$ cat src/rtl/pkt_comm_pkg.sv
// pkt_comm_pkg: shared word/checksum widths, packet FSM encoding and the `MSB width helper.
`ifndef PKT_COMM_MSB_DEFINED
`define PKT_COMM_MSB_DEFINED
`define MSB(x) (($clog2((x) + 1) > 0) ? $clog2((x) + 1) - 1 : 0)
`endif

package pkt_comm_pkg;
    localparam int WORD_WIDTH = 16;
    localparam int CSUM_WIDTH = 32;
    localparam logic [1:0] IDLE    = 2'd0;
    localparam logic [1:0] DATA    = 2'd1;
    localparam logic [1:0] CSUM_LO = 2'd2;
    localparam logic [1:0] CSUM_HI = 2'd3;
endpackage

$ cat src/rtl/rr_arbiter.sv
// rr_arbiter: combinational round-robin pick over req, searching from ptr+1 upward (mod N).
module rr_arbiter #(
    parameter int N = 4,
    parameter int W = 2
) (
    input  logic [N-1:0] req,
    input  logic [W-1:0] ptr,
    output logic [N-1:0] grant,
    output logic [W-1:0] idx,
    output logic         hit
);
    always_comb begin
        grant = '0;
        idx   = '0;
        hit   = 1'b0;
        // walk farthest-to-nearest so the nearest requester after ptr wins
        for (int i = N; i >= 1; i--) begin
            if (req[W'((int'(ptr) + i) % N)]) begin
                grant = N'(1) << ((int'(ptr) + i) % N);
                idx   = W'((int'(ptr) + i) % N);
                hit   = 1'b1;
            end
        end
    end
endmodule

$ cat src/rtl/outpkt_arbiter_csum.sv
// outpkt_arbiter_csum: packet-granular N-channel arbiter into one 16-bit FIFO, appending a 32-bit checksum trailer.
// Define OUTPKT_LEN_CHECK_EN to cut packets at MAX_PKT_WORDS data words and flag err_pkt_len.
module outpkt_arbiter_csum
    import pkt_comm_pkg::*;
#(
    parameter int N_CH          = 4,
    parameter int MAX_PKT_WORDS = 65536
) (
    input  logic                       CLK,
    input  logic                       RST,
    input  logic [N_CH*WORD_WIDTH-1:0] din,
    input  logic [N_CH-1:0]            pkt_new,
    input  logic [N_CH-1:0]            pkt_end,
    input  logic [N_CH-1:0]            empty,
    output logic [N_CH-1:0]            rd_en,
    output logic [WORD_WIDTH-1:0]      dout,
    output logic                       wr_en,
    input  logic                       full,
    output logic [`MSB(N_CH-1):0]      active_ch,
    output logic                       busy,
    output logic                       err_sync,
    output logic                       err_pkt_len
);
    localparam int AW = `MSB(N_CH-1) + 1;

    logic [1:0]            state;
    logic [AW-1:0]         ptr, arb_idx;
    logic [N_CH-1:0]       arb_req, arb_grant, gsel, sync_req, sync_sel;
    logic                  arb_hit, valid, started, odd, free;
    logic                  head_rdy, head_new, head_end, restart, pop, len_hit;
    logic [WORD_WIDTH-1:0] head, lo;
    logic [CSUM_WIDTH-1:0] sum, fsum;

    rr_arbiter #(.N(N_CH), .W(AW)) u_rr (
        .req(arb_req), .ptr(ptr), .grant(arb_grant), .idx(arb_idx), .hit(arb_hit)
    );

    assign arb_req  = ~empty & pkt_new;
    assign sync_req = ~empty & ~pkt_new;
    assign sync_sel = sync_req & (~sync_req + N_CH'(1));

    always_comb begin
        head = '0;
        for (int i = 0; i < N_CH; i++)
            head = head | (din[WORD_WIDTH*i +: WORD_WIDTH] & {WORD_WIDTH{gsel[i]}});
    end

    assign head_rdy = |(gsel & ~empty);
    assign head_new = |(gsel & pkt_new);
    assign head_end = |(gsel & pkt_end);
    assign free     = ~valid | ~full;
    // a fresh packet start after the first word closes the current packet without being consumed
    assign restart  = state == DATA && started && head_rdy && head_new;
    assign pop      = state == DATA && head_rdy && !restart && free;
    assign rd_en    = RST ? '0 : pop ? gsel : (state == IDLE && !arb_hit) ? sync_sel : '0;
    assign wr_en    = valid & ~full & ~RST;
    assign busy     = state != IDLE;
    assign fsum     = sum + {{WORD_WIDTH{1'b0}}, lo & {WORD_WIDTH{odd}}};

    always_ff @(posedge CLK) begin
        if (RST) begin
            state     <= IDLE;
            ptr       <= AW'(N_CH - 1);
            active_ch <= '0;
            gsel      <= '0;
            valid     <= 1'b0;
            dout      <= '0;
            sum       <= '0;
            lo        <= '0;
            odd       <= 1'b0;
            started   <= 1'b0;
            err_sync  <= 1'b0;
        end else begin
            valid <= valid & full;
            case (state)
                IDLE: begin
                    if (arb_hit) begin
                        state     <= DATA;
                        ptr       <= arb_idx;
                        active_ch <= arb_idx;
                        gsel      <= arb_grant;
                        sum       <= '0;
                        odd       <= 1'b0;
                        started   <= 1'b0;
                    end else if (|sync_req) begin
                        err_sync <= 1'b1;
                    end
                end
                DATA: begin
                    if (restart) begin
                        err_sync <= 1'b1;
                        state    <= CSUM_LO;
                    end else if (pop) begin
                        dout    <= head;
                        valid   <= 1'b1;
                        started <= 1'b1;
                        odd     <= ~odd;
                        if (odd) sum <= sum + {head, lo};
                        else lo <= head;
                        if (head_end || len_hit) state <= CSUM_LO;
                    end
                end
                CSUM_LO: begin
                    if (free) begin
                        dout  <= ~fsum[WORD_WIDTH-1:0];
                        valid <= 1'b1;
                        sum   <= fsum;
                        odd   <= 1'b0;
                        state <= CSUM_HI;
                    end
                end
                default: begin
                    if (free) begin
                        dout  <= ~sum[CSUM_WIDTH-1:WORD_WIDTH];
                        valid <= 1'b1;
                        state <= IDLE;
                    end
                end
            endcase
        end
    end

`ifdef OUTPKT_LEN_CHECK_EN
    logic [16:0] cnt;
    assign len_hit = cnt == 17'(MAX_PKT_WORDS - 1) && !head_end;
    always_ff @(posedge CLK) begin
        if (RST) begin
            cnt         <= '0;
            err_pkt_len <= 1'b0;
        end else begin
            if (state == IDLE) cnt <= '0;
            else if (pop) cnt <= cnt + 17'd1;
            if (pop && len_hit) err_pkt_len <= 1'b1;
        end
    end
`else
    assign len_hit     = 1'b0;
    assign err_pkt_len = 1'b0;
`endif
endmodule

$ cat config.mk
export PLATFORM = sky130hd
export DESIGN_NAME = outpkt_arbiter_csum
export DESIGN_NICKNAME = d
export VERILOG_FILES = /design/src/rtl/pkt_comm_pkg.sv /design/src/rtl/rr_arbiter.sv /design/src/rtl/outpkt_arbiter_csum.sv
export SDC_FILE = /design/constraint.sdc
export NUM_CORES = 1
export LEC_CHECK = 0
export ABC_AREA = 1
export BUFFER_PORTS_ARGS = -buffer_cell sky130_fd_sc_hd__buf_2
export CORE_UTILIZATION = 61
export DETAILED_ROUTE_END_ITERATION = 8
export GPL_TIMING_DRIVEN = 0
export PLACE_DENSITY = 0.83
export SLEW_MARGIN = 20
export SYNTH_ARGS = -nofsm -noshare
export SYNTH_HDL_FRONTEND = slang
export SYNTH_SLANG_ARGS = --single-unit
$ cat constraint.sdc
create_clock -name CLK -period 5.45 [get_ports CLK]
set_input_delay 0.8175 -clock CLK [delete_from_list [all_inputs] [get_ports CLK]]
set_output_delay 0.8175 -clock CLK [all_outputs]
set_load 0.02 [all_outputs]
## Word level (Yosys, flattened, before mapping)

Cells that the tools add are included.

| word-level totals | value |
|---|---|
| logic and storage cells | 163 |
| input port bits | 79 |
| output and inout bits | 26 |
| bits in registers | 78 |

| cells by class | value |
|---|---|
| shift operators | 4 |
| multiplexer cells | 61 |
| bitwise operators | 33 |
| reduce and logical (&&, ||, !) cells | 31 |
| $add $sub $neg | 7 |
| equality and inequality tests | 12 |
| magnitude comparators | 4 |

Operators by type and width:

| kind | number |
|---|---|
| 32-bit two-way mux | 5 |
| 1-bit by 32-bit left shift with 4-bit output, first input constant | 4 |
| 32-bit one-hot mux with 3 select lines | 1 |
| 16-bit AND | 5 |
| 16-bit two-way mux | 4 |
| 16-bit bitwise OR | 3 |
| 16-bit one-hot mux with 3 select lines | 1 |
| 32-bit by 16-bit adder with 32-bit output | 1 |
| 32-bit adder | 1 |
| 16-bit inverter | 2 |
| 4-bit two-way mux | 7 |
| 4-bit AND | 6 |
| 1-bit two-way mux | 24 |
| 2-bit two-way mux | 10 |
| 2-bit by 4-bit less-than comparator with 1-bit output, second input constant | 4 |
| 4-bit OR reduction | 4 |
| 5-bit AND reduction | 3 |
| 2-bit inequality test, second input constant | 7 |
| 4-bit inverter | 3 |
| 4-bit AND reduction | 3 |
| 1-bit binary-select mux with 2-bit select | 4 |
| 2-bit OR reduction | 4 |
| 1-bit logical AND | 7 |
| 3-bit inequality test, second input constant | 2 |
| 19 further kinds | 37 |

## Depth between registers and ports, before layout

Gate-level depths: netlist of the first run.

| logic depth | value |
|---|---|
| depth after elaboration | 14 |
| mapped depth | 20 |
| depth with buffers taken out | 18 |

## By module

Synthesis of the first run repeated with hierarchy kept, for this count alone.

| second synthesis, totals | value |
|---|---|
| cell total of the unflattened synthesis | 1,635 |
| area, all modules | 8,783.4 µm² |

By module, submodules not included:

| module | times used | cells each | area an instance (µm²) | seq. area each (µm²) |
|---|---|---|---|---|
| outpkt_arbiter_csum | 1 | 1,546 | 8,300.5 | 1,561.5 |
| rr_arbiter | 1 | 89 | 483.0 | 0.0 |

## Worst setup path before layout of the first run

No wires, ideal clock.

| timing path | value |
|---|---|
| kind | in2out |
| start point | input port empty[3] |
| end point | output port rd_en[0] |
| stages on the path | 11 |
| buffers on the path | 1 |
| data arrival time | 2.097 ns |
| slack | 2.535 ns |
| required time | 4.633 ns |
| cells stage by stage | inv_1 > nand2_1 > nand2_1 > inv_1 > nand2_1 > nand3b_4 > nand3_4 > inv_2 > buf_2 > nand2_1 > a21oi_1 |

| between the ends | value |
|---|---|
| word-level cells in the longest chain between the ends | 14 |
| elaborated cells on any way between the ends | 31 |
| those cells by class | mux (19); bitwise (3); reduce/logical (9) |

RTL lines:

| element | RTL line | text |
|---|---|---|
| from (decl) | outpkt_arbiter_csum.sv:14 | `input logic [N_CH-1:0] empty,` |
| 4-bit inverter * | outpkt_arbiter_csum.sv:38, outpkt_arbiter_csum.sv:48 |  |
| 4-bit AND | outpkt_arbiter_csum.sv:38 | `assign arb_req = ~empty & pkt_new;` |
| 1-bit binary-select mux with 2-bit select | rr_arbiter.sv:18 | `if (req[W'((int'(ptr) + i) % N)]) begin` |
| 1-bit two-way mux (not written as such) (2 in series) | rr_arbiter.sv:18 |  |
| 1-bit two-way mux (4 in series) | rr_arbiter.sv:18 |  |
| 1-bit logical NOT | outpkt_arbiter_csum.sv:55 | `assign rd_en = RST ? '0 : pop ? gsel : (state == IDLE && !arb_hit) ? sync_sel : '0;` |
| 1-bit logical AND | outpkt_arbiter_csum.sv:55 |  |
| 4-bit two-way mux | outpkt_arbiter_csum.sv:55 |  |
| 4-bit two-way mux * (2 in series) | outpkt_arbiter_csum.sv:55 |  |
| to (decl) | outpkt_arbiter_csum.sv:15 | `output logic [N_CH-1:0] rd_en,` |

Every way passes the cells marked *; elsewhere a longest branch is shown, timed or not. The select of a mux whose other input is x is not followed.

## Final worst setup path of the first run

| timing path | value |
|---|---|
| start point | register gsel[2] |
| end point | register sum[19] |

| between the ends | value |
|---|---|
| elaborated cells on any way between the ends | 21 |
| those cells by class | add/sub (1); eq/ne (2); mux (4); bitwise (5); reduce/logical (9) |

RTL lines:

| element | RTL line | text |
|---|---|---|
| from (decl) | outpkt_arbiter_csum.sv:28 | `logic [N_CH-1:0] arb_req, arb_grant, gsel, sync_req, sync_sel;` |
| from (signal assigned) | outpkt_arbiter_csum.sv:81 | `gsel <= arb_grant;` |
| 16-bit AND | outpkt_arbiter_csum.sv:45 | `head = head \| (din[WORD_WIDTH*i +: WORD_WIDTH] & {WORD_WIDTH{gsel[i]}});` |
| 16-bit bitwise OR (2 in series) | outpkt_arbiter_csum.sv:45 |  |
| named net head[2] | outpkt_arbiter_csum.sv:31 | `logic [WORD_WIDTH-1:0] head, lo;` |
| 32-bit adder | outpkt_arbiter_csum.sv:98 | `if (odd) sum <= sum + {head, lo};` |
| 32-bit two-way mux | outpkt_arbiter_csum.sv:98 |  |
| 32-bit two-way mux | outpkt_arbiter_csum.sv:93 | `end else if (pop) begin` |
| 32-bit two-way mux | outpkt_arbiter_csum.sv:90 | `if (restart) begin` |
| 32-bit one-hot mux with 3 select lines | outpkt_arbiter_csum.sv:75 | `case (state)` |
| to (signal assigned) | outpkt_arbiter_csum.sv:98 |  |
| to (signal assigned) | outpkt_arbiter_csum.sv:107 | `sum <= fsum;` |
| to (decl) | outpkt_arbiter_csum.sv:32 | `logic [CSUM_WIDTH-1:0] sum, fsum;` |

The timed path passes the listed nets, and every way through them passes these cells. The select of a mux whose other input is x is not followed.
A chain may end at the register's enable or synchronous reset.

==> results of run 1 <==
-- sequential cells by signal, summed over array words and instances, names as in the netlist --
| name | flops |
|---|---|
| active_ch | 2 |
| odd | 1 |
| lo | 16 |
| gsel | 4 |
| started | 1 |
| err_sync | 1 |
| sum | 32 |
| ptr | 2 |
| state | 2 |
| dout | 16 |
| valid | 1 |
-- layout make-up --
| class | count | area (µm²) |
|---|---|---|
| Clock buffer | 12 | 246.5 |
| Antenna cell | 1 | 2.502 |
| Timing Repair Buffer | 102 | 510.5 |
| Inverter | 236 | 885.9 |
| Multi-Input combinational cell | 1223 | 5911 |
| Clock inverter | 4 | 70.07 |
| Tap cell | 176 | 220.2 |
| Fill cell | 1291 | 3826 |
| Sequential cell | 78 | 1562 |
| Buffer | 46 | 219.0 |
-- cell usage in the layout (no fill, tap or decap), types with 11 or more instances in the layout --
| cell | Yosys | routed |
|---|---|---|
| nand2_1 | 633 | 633 |
| inv_1 | 227 | 227 |
| a21oi_1 | 126 | 126 |
| nor2_1 | 114 | 114 |
| buf_2 | 10 | 112 |
| nand3_1 | 107 | 107 |
| dfxtp_1 | 78 | 78 |
| o21ai_0 | 69 | 69 |
| ha_1 | 57 | 57 |
| clkbuf_1 | 26 | 28 |
| nand4_1 | 22 | 22 |
| nor3_1 | 15 | 15 |
| or2_2 | 11 | 11 |
| xnor2_1 | 11 | 11 |
-- worst register-to-register path: cells and delay by family, from the launching register on --
family / cells / cell delay (ps)
and+or+nand+nor: 11 / 1830
buffers and inverters: 3 / 690
AOI/OAI and AO/OA: 1 / 50
adders and majority gates: 1 / 490
DFF: 1 / 330
-- how the worst max path moves through the flow --
stage / cells after the start / slack, ps / endpoint / start
after floorplan: 11 / 2540 / rd_en[0] / empty[3]
after global placement: 16 / 2140 / dout[12] / odd
after detailed placement: 16 / 2100 / sum[19] / gsel[2]
after CTS: 16 / 2080 / sum[19] / gsel[2]
after global routing: 16 / 1800 / dout[12] / odd
final: 16 / 1920 / sum[19] / gsel[2]
-- power by group through the flow --
stage,Combinational (mW),Sequential [mW],Clock (mW)
after floorplan,1.68,0.803,0
after global routing,2.84,0.772,0.680
final,2.66,0.764,0.663
after CTS,2.55,0.758,0.655
after global placement,2.49,0.766,0
after detailed placement,2.52,0.769,0
-- logic make-up after synthesis --
group	Yosys count	synth area share (%)
simple gates	925	44.58
buf+inv	282	12.88
compound gates	221	13.77
flops	78	18.21
fa+ha+maj	59	8.782
xor+xnor	17	1.736
other cells	1	0.04372
-- stage by stage --
stage / cell area (µm²) / setup slack (ps) / hold WS [ps] / instances
final: 9627 / 1916 / 466.8 / 1878
after global routing: 9624 / 1799 / 486.9 / 1877
after CTS: 9624 / 2076 / 467.4 / 1877
after detailed placement: 9308 / 2099 / 458.7 / 1861
after global placement: 9308 / 2135 / 452.9 / 1861
after floorplan: 8577 / 2535 / 439.4 / 1583
-- routing by layer --
metal	GRT usage [%]	up-vias	share of wire, %
li1	-	5216	-
met1	55.98	4783	39
met2	71.80	679	43
met3	8.915	123	13
met4	21.91	0	4.9
met5	0	-	0
==> flow_summary.toml, run 1 <==
[synth]
synthFlopType = "dfxtp_1"
synth_seq_cells = 78
ys.warnings.count = 0
synthTopCellsByArea = "nand2_1, dfxtp_1, inv_1, ha_1, a21oi_1"
synthArstFlopShare_pct = 0
yosys-top-cells-count = "nand2_1, inv_1, a21oi_1"
synth_nets = 1721
synth_edf_count = 0
synth_top_area_share_pct = 27.70
synth_cells = 1583
yosysUniqueCellTypes = 45
seq_area_frac_synth_pct = 18.21
syn_area_per_cell_um2 = 5.418
synth_top_area_cell = "nand2_1"
yosysMostFrequentCell = "nand2_1"
syn-cell-area_mm2 = 0.008577

[sta]
fmax_ghz = 0.2829
grt_setup_unrepaired = "false"
setup_violations = 0
setup_tns_ps = 0
clock_skew_ps = 7.771
slew_viol_final = 0
tightest_slew_ps = 776.9
slew-limit-headroom_pct = 48.21
min_period_over_period_pct = 64.85
final-hold-violation-count = 0
fin_crit_ps = 3534

[floorplan]
start_util_pct = 63.76
die_h_um = 120.6
coreArea_mm2 = 0.01345
die_area_mm2 = 0.01454
rows = 42
io_pins = 105
die_w_um = 120.6

[power]
switchingPower_mw = 2.241
power_frac_clock_pct = 16.2
seqPwrFrac_pct = 18.7
total_power_mw = 4.085
combPwrFrac_pct = 65.1
switching_share_pct = 54.86
p_leak_nw = 5.341
power_per_cell_area_mw_per_mm2 = 424.3
ir_drop_uv = 356.3
intPower_mw = 1.844

[min_path]
hold_depth = 2
min_from = "active_ch[0]"
hp-class = "flip-flop to flip-flop"
hold_path_end = "active_ch[0]"

[placed_design]
dp_hpwl_um = 25990
gp_congestion = 1.104
port_buffers = 102

[setup_path]
crit_family = "simple AND/OR/NAND/NOR gates"
reg2reg_from = "gsel[2]"
arrival_ps = 3740
cp_slowest_cell = "ha_1"
cp-start-kind = "flip-flop"
crit_required_ps = 5660
regToRegSetupSlack_ps = 1920
rr_worst_depth = 16
crit_path_frequent_cell = "nand2_1"
crit_chain = "clkbuf_1 > clkbuf_1 > nand2_1 > nand4_1 > ha_1 > nand2_1 > nor2_1 > inv_1 > nor2_1 > nand4_1 > nand3_1 > nand2_1 > nand3_1 > nand2_1 > nand2_1 > a21oi_1"
worstPathMaxFanout = 10
setup.worst_path.end_class = "flip-flop"
r2r-end = "sum[19]"
max_stage_delay_ps = 480
cp_num_buf_inv = 3
crit_type = "flip-flop to flip-flop"

[route]
via_per_inst = 5.751
drt_wl_total_um = 31820
wl_per_cell_um = 16.94
ant_nets = 0
vias = 10800
drc = 0
firstDrtPassIters = 6
initialDrtViolationCount = 1158

[cells_and_area]
syn_to_final_growth_pct = 12.24
post-route-util_pct = 71.56
fin_nets = 1834
layout-drive-gt1-share_pct = 9.465

[global_routing]
overflow = 0
antenna_found_initial = 1
grt_pass1_vias = 9547
grt_max_degree = 13
grt_pass1_wl_um = 49090
track_usage_pct = 44.34

[clock_network]
clkTransAtPathRegs_ps = 60
cts_sinks = 78
postCtsSetupRepairBufs = 0
root_buffer = "clkbuf_16"
h-tree-depth = 3
cts.path.max_buffers = 2
cts_resized = 0
cts_tree = "done"
clk_latency_ps = 350
cts_buffers = 9
cts-hold-fix-buffers = 0

[flow_run]
maxCapViolations = 0

[outcome]
run_status = "complete, no violations"
(Power assumes the default switching activity.)
==> inputs of run 2 (changes only) <==
Settings changed: ABC_AREA 1 to 0, CORE_UTILIZATION 61 to 59, PLACE_DENSITY 0.83 to 0.82.
Clock period 5.45 ns to 3.36 ns, I/O delays scaled along.
==> run 2 against run 1 <==
  * Register-to-register slack worse by 1800 ps
  * Non-clock buffer count increased by 5
  * Flip-flop and latch count did not move
  * Core utilization decreased by 1.4 points
  * Design area down 17%
  * Global-route usage down 4.9 points
  * Largest cell class unchanged
  * Highest routed layer unchanged
==> flow_summary.toml, run 2 <==
[setup_path]
worstPathMaxFanout = 10
cp_slowest_cell = "ha_1"
cp_num_buf_inv = 1
crit_family = "compound AO/OA/AOI/OAI gates"
reg2reg_from = "gsel[0]"
crit_type = "flip-flop to flip-flop"
setup.worst_path.end_class = "flip-flop"
crit_path_frequent_cell = "a21o_1"
rr_worst_depth = 14
r2r-end = "sum[25]"
crit_required_ps = 3620
cp-start-kind = "flip-flop"
crit_cells = 14
crit_chain = "buf_2 > a22oi_1 > nand2_1 > ha_1 > a21o_1 > a21o_1 > a21o_1 > a21oi_1 > o21ai_0 > a21oi_2 > nor2_1 > xnor2_1 > or3_1 > a31oi_1"
arrival_ps = 3470
regToRegSetupSlack_ps = 150
max_stage_delay_ps = 410
startpoint = "gsel[0]"

[floorplan]
die_h_um = 110.3
coreArea_mm2 = 0.01142
io_pins = 105
die_area_mm2 = 0.01217
rows = 39
die_w_um = 110.3
start_util_pct = 60.62

[synth]
synth_edf_count = 0
ys.warnings.count = 0
yosysUniqueCellTypes = 71
seq_area_frac_synth_pct = 22.56
syn_area_per_cell_um2 = 7.427
synth_cells = 932
yosysMostFrequentCell = "a21oi_1"
synth_seq_cells = 78
synth_top_area_cell = "dfxtp_1"
synthFlopType = "dfxtp_1"
synth_nets = 1070
yosys-top-cells-count = "a21oi_1, nand2_1, nor2_1"
synth_top_area_share_pct = 22.56
syn-cell-area_mm2 = 0.006922
synthArstFlopShare_pct = 0
synthTopCellsByArea = "dfxtp_1, ha_1, a21oi_1, nand2_1, nor2_1"

[cells_and_area]
fin_nets = 1178
sequential_cell_area_mm2 = 0.001569
layout-drive-gt1-share_pct = 17.13
final_cells = 1188
final_design_area_no_fill_mm2 = 0.008010
final_common_cell = "buf_2"
nFillCells = 985
largest_reg_flops = 32
mostFrequentLayoutCells = "buf_2, a21oi_1, nor2_1"
multi_input_area_mm2 = 0.005100
antenna_cells_inserted = 0
reg.largest.list = "sum (32), dout (16), lo (16)"
syn_to_final_growth_pct = 15.73
largest_register = "sum"

[sta]
fmax_ghz = 0.3115
setup_violations = 0
tightest_slew_ps = 839.5
final.setup.worst_slack_ps = 150.1
fin_crit_ps = 3210
final-hold-violation-count = 0
slew_viol_final = 0
slew-limit-headroom_pct = 44.04
min_period_over_period_pct = 95.53
clock_skew_ps = 12.19

[placed_design]
post-place-ws_ps = -661.6
dpl_cell_area_mm2 = 0.007616
dp_hpwl_um = 18380
dp_cells = 1178
gp_congestion = 1.019
port_buffers = 103

[global_routing]
antenna_found_initial = 0
grt_pass1_vias = 6871
grt_pass1_wl_um = 36220
track_usage_pct = 39.49
overflow = 0
grt_max_degree = 20

[clock_network]
cts_tree = "done"
clkTransAtPathRegs_ps = 60
cts_sinks = 78
cts-hold-fix-buffers = 0
cts_buffers = 9
h-tree-depth = 3
root_buffer = "clkbuf_16"
cts.path.max_buffers = 2
clk_latency_ps = 350

[route]
vias = 7864
via_per_inst = 6.620
initialDrtViolationCount = 862
ant_nets = 0
wl_per_cell_um = 20.05
drt_wl_total_um = 23820
firstDrtPassIters = 7
drc = 0

[min_path]
min_from = "active_ch[0]"
hold_path_end = "active_ch[0]"
hold_depth = 2
hp-class = "flip-flop to flip-flop"

[flow_run]
maxCapViolations = 0

[outcome]
run_status = "complete, no violations"

[power]
ir_drop_uv = 639.8
p_leak_nw = 3.590
power_per_cell_area_mw_per_mm2 = 725.3
==> run 2: cell count changes after synthesis, sizes merged, moves of 17 or more <==
cell    delta
nand2    -553
inv      -204
nand3     -86
a22oi     +33
nor2      -33
a21o      +32
a21oi     -22
clkbuf    +22
a211oi    +17
nor3      +17
==> run 2: how the worst max path moves through the flow <==
stage	end	slack [ps]
CTS	sum[28]	20
global route	sum[24]	-3
detailed placement	sum[28]	-660
floorplan	sum[28]	140
global placement	sum[28]	-640
finish	sum[25]	150
==> run 2: worst reg2reg max path, delay by kind of cell, from the launching register on <==
kind | cells | cell delay, ps
compound gates | 8 | 1300
xor+xnor | 1 | 180
fa+ha+maj | 1 | 410
buf+inv | 1 | 210
flops | 1 | 340
simple gates | 3 | 690
==> run 2: per-layer routing <==
layer,global-route usage (%),vias to the layer above,wire [µm]
met1,52.78,3636,9990
met4,18.98,0,1126
met2,61.62,462,10430
li1,-,3674,-
met5,0,-,0
met3,6.526,92,2277
==> run 2: through the flow <==
| stage | total power, mW | hold slack (ps) | util [%] | setup TNS [ps] |
|---|---|---|---|---|
| floorplan | 3.606 | 445.0 | - | 0 |
| global placement | 4.603 | 443.2 | 66.70 | -8229 |
| detailed placement | 4.654 | 456.1 | 66.70 | -10560 |
| CTS | 5.629 | 463.9 | 69.42 | 0 |
| global route | 6.131 | 489.7 | 70.15 | -3.374 |
| finish | 5.810 | 461.1 | 70.15 | 0 |
==> run 2: where the power goes <==
group | internal (mW) | switching (mW)
sequential | 1.11 | 0.209
clock | 0.597 | 0.388
combinational | 1.13 | 2.37
==> run 2: cell families (layout without fill, tap and decap cells) <==
group | count (synthesis) | after routing | share of synthesized area [%]
other cells | 1 | 1 | 0.05418
mux | 11 | 11 | 1.645
fa+ha+maj | 59 | 59 | 10.88
xor+xnor | 39 | 39 | 4.935
flops | 78 | 78 | 22.56
buf+inv | 87 | 200 | 4.917
compound gates | 352 | 352 | 33.60
simple gates | 305 | 305 | 21.40
==> run 2: repair_timing <==
action                                 in CTS  in global routing
gates cloned                                0                  0
gates resized for setup                    11                 28
endpoints found under the hold margin       0                  0
buffers inserted                            1                  1
pin swaps                                   1                  5
setup endpoints to repair                  34                 17
==> run 2: final cells by class <==
| class | count | area share [%] |
|---|---|---|
| Tap cell | 143 | 2.234 |
| Sequential cell | 78 | 19.59 |
| Clock inverter | 3 | 0.5467 |
| Clock buffer | 13 | 3.124 |
| Multi-Input combinational cell | 767 | 63.67 |
| Inverter | 31 | 1.453 |
| Timing Repair Buffer | 105 | 6.623 |
| Buffer | 48 | 2.765 |
==> inputs of run 3 (changes only) <==
Settings changed: SYNTH_HIERARCHICAL set to 1.
==> run 3 against run 2 <==
  * Design area up 2.8%
  * Clock skew down 3.5 ps
  * Register-to-register slack about the same
  * Critical endpoint is now rd_en[3]
  * Largest power group unchanged
==> flow_summary.toml, run 3 <==
[power]
seqPwrFrac_pct = 23.4
ir_drop_uv = 637.8
switchingPower_mw = 2.928
power_per_cell_area_mw_per_mm2 = 698.1
total_power_mw = 5.748
intPower_mw = 2.820
switching_share_pct = 50.94
p_leak_nw = 3.530
combPwrFrac_pct = 59.2
power_frac_clock_pct = 17.5

[cells_and_area]
syn_to_final_growth_pct = 15.92
largest_register = "sum"
nFillCells = 1014
final_cells = 1218
antenna_cells_inserted = 0
mostFrequentLayoutCells = "a21oi_1, nand2_1, buf_2"
largest_reg_flops = 32
final_design_area_no_fill_mm2 = 0.008234
layout-drive-gt1-share_pct = 17.77
post-route-util_pct = 71.20
final_common_cell = "a21oi_1"
reg.largest.list = "sum (32), dout (16), lo (16)"
fin_nets = 1209

[clock_network]
clk_latency_ps = 360
cts_tree = "done"
h-tree-depth = 3
cts_buffers = 9
cts.path.max_buffers = 2
cts_sinks = 78
clkTransAtPathRegs_ps = 60
cts-hold-fix-buffers = 0
root_buffer = "clkbuf_16"

[floorplan]
rows = 39
coreArea_mm2 = 0.01156
io_pins = 105
die_w_um = 111.7
start_util_pct = 61.42
die_h_um = 111.7
die_area_mm2 = 0.01248

[synth]
synthTopCellsByArea = "dfxtp_1, ha_1, a21oi_1, nand2_1, o21ai_0"
synthFlopType = "dfxtp_1"
synthArstFlopShare_pct = 0
synth_top_area_share_pct = 21.98
syn-cell-area_mm2 = 0.007103
yosys-top-cells-count = "a21oi_1, nand2_1, dfxtp_1, nor2_1, o21ai_0"
ys.warnings.count = 6
synth_seq_cells = 78
synth_nets = 1097
seq_area_frac_synth_pct = 21.98
synth_cells = 958
yosysMostFrequentCell = "a21oi_1"
synth_top_area_cell = "dfxtp_1"
syn_area_per_cell_um2 = 7.414
synth_edf_count = 0
yosysUniqueCellTypes = 74

[setup_path]
crit_type = "primary input to primary output"
endpoint = "rd_en[3]"
rr_worst_depth = 12
cp-start-kind = "primary input"
reg2reg_from = "gsel[1]"
startpoint = "pkt_new[1]"
crit_required_ps = 2860
r2r-end = "sum[29]"
setup.worst_path.end_class = "primary output"
regToRegSetupSlack_ps = 140
worstPathMaxFanout = 6
arrival_ps = 2770

[sta]
setup_tns_ps = 0
final.setup.worst_slack_ps = 81.12
min_period_over_period_pct = 97.59
slew_viol_final = 0
clock_skew_ps = 8.699
hold_ws_ps = 454.4
fmax_ghz = 0.3050
grt_setup_unrepaired = "true"
slew-limit-headroom_pct = 37.35
fin_crit_ps = 3279
tightest_slew_ps = 939.7
setup_violations = 0
final-hold-violation-count = 0

[min_path]
hp-class = "flip-flop to flip-flop"

[route]
via_per_inst = 6.741
drc = 0
ant_nets = 0
firstDrtPassIters = 6
drt_wl_total_um = 24930
initialDrtViolationCount = 955
vias = 8211
wl_per_cell_um = 20.47

[global_routing]
overflow = 0
antenna_found_initial = 0
track_usage_pct = 40.04
grt_pass1_wl_um = 38960
grt_pass1_vias = 7560
grt_max_degree = 15

[placed_design]
dpl_cell_area_mm2 = 0.007795
port_buffers = 102
gp_congestion = 1.027
dp_cells = 1203
dp_hpwl_um = 19190
post-place-ws_ps = -491.7

[flow_run]
maxCapViolations = 0

[outcome]
run_status = "complete, no violations"
==> run 3: changes by cell type after synthesis, moves of 8 or more <==
cell | before | now
a311oi_1 | 1 | 17
nand2_1 | 82 | 108
a22oi_1 | 37 | 45
a21o_1 | 33 | 11
a221oi_1 | 15 | 5
nor3_1 | 31 | 9
o21ai_0 | 54 | 68
a21oi_1 | 103 | 121
o22ai_1 | 12 | 4
clkbuf_1 | 48 | 35
o211ai_1 | 6 | 19
==> run 3: how the worst min path moves through the flow <==
| stage | to | cells past startpoint | startpoint | slack [ps] |
|---|---|---|---|---|
| 2_1_floorplan | sum[0] | 2 | sum[0] | 460 |
| 3_3_place_gp | dout[10] | 2 | dout[10] | 450 |
| 3_5_place_dp | dout[12] | 2 | dout[12] | 450 |
| 4_1_cts | dout[12] | 2 | dout[12] | 460 |
| 5_1_grt | dout[13] | 2 | dout[13] | 480 |
| 6_report | dout[12] | 2 | dout[12] | 450 |
==> run 3: what timing repair did <==
item | 4_1_cts | 5_1_grt
pin swaps | 3 | 4
setup endpoints to repair | 27 | 19
resized for setup | 28 | 23
setup buffers | 2 | 4
==> run 3: metal layers <==
| layer | routed length (µm) | track usage (%) | vias to the layer above |
|---|---|---|---|
| met3 | 2760 | 8.982 | 89 |
| met4 | 1302 | 19.37 | 0 |
| met2 | 11080 | 64.39 | 488 |
| met5 | 0 | 0 | - |
| li1 | - | - | 3834 |
| met1 | 9791 | 50.62 | 3800 |
==> run 3: power groups by stage <==
| stage | Sequential (mW) | Combinational (mW) | Clock (mW) |
|---|---|---|---|
| global placement | 1.32 | 3.19 | 0 |
| CTS | 1.33 | 3.26 | 0.990 |
| detailed placement | 1.32 | 3.23 | 0 |
| floorplan | 1.38 | 2.19 | 0 |
| global route | 1.36 | 3.64 | 1.04 |
| finish | 1.34 | 3.40 | 1.00 |
==> run 3: logic make-up (layout without fill, tap and decap cells) <==
logic type / count (synthesis) / count (layout) / share of synthesized area [%]
compound gates: 379 / 379 / 34.81
mux: 14 / 14 / 2.061
flops: 78 / 78 / 21.98
buf+inv: 83 / 200 / 5.143
xor+xnor: 40 / 40 / 4.932
simple gates: 303 / 303 / 20.24
other cells: 1 / 1 / 0.05279
fa+ha+maj: 60 / 60 / 10.78
==> run 3: worst max-delay path, cell delays in order <==
cell and delay [ps]:
buf_2 130, nor2b_4 150, or4_4 530, buf_6 140
nor2b_4 110, o21ai_2 80, or2_4 260, or4_4 520
nor2_4 100, a21oi_2 40, nor2_2 100, buf_6 130
==> run 3: cell type report <==
cell class                      instances  area, µm²  share of cell area (%)
Buffer                                 48      249.0                   3.024
Clock buffer                           11      252.7                   3.069
Timing Repair Buffer                  108      561.8                   6.823
Sequential cell                        78       1564                   18.99
Multi-Input combinational cell        797       5284                   64.17
Tap cell                              143      178.9                   2.173
Inverter                               28      105.1                   1.276
Clock inverter                          5      38.79                  0.4711
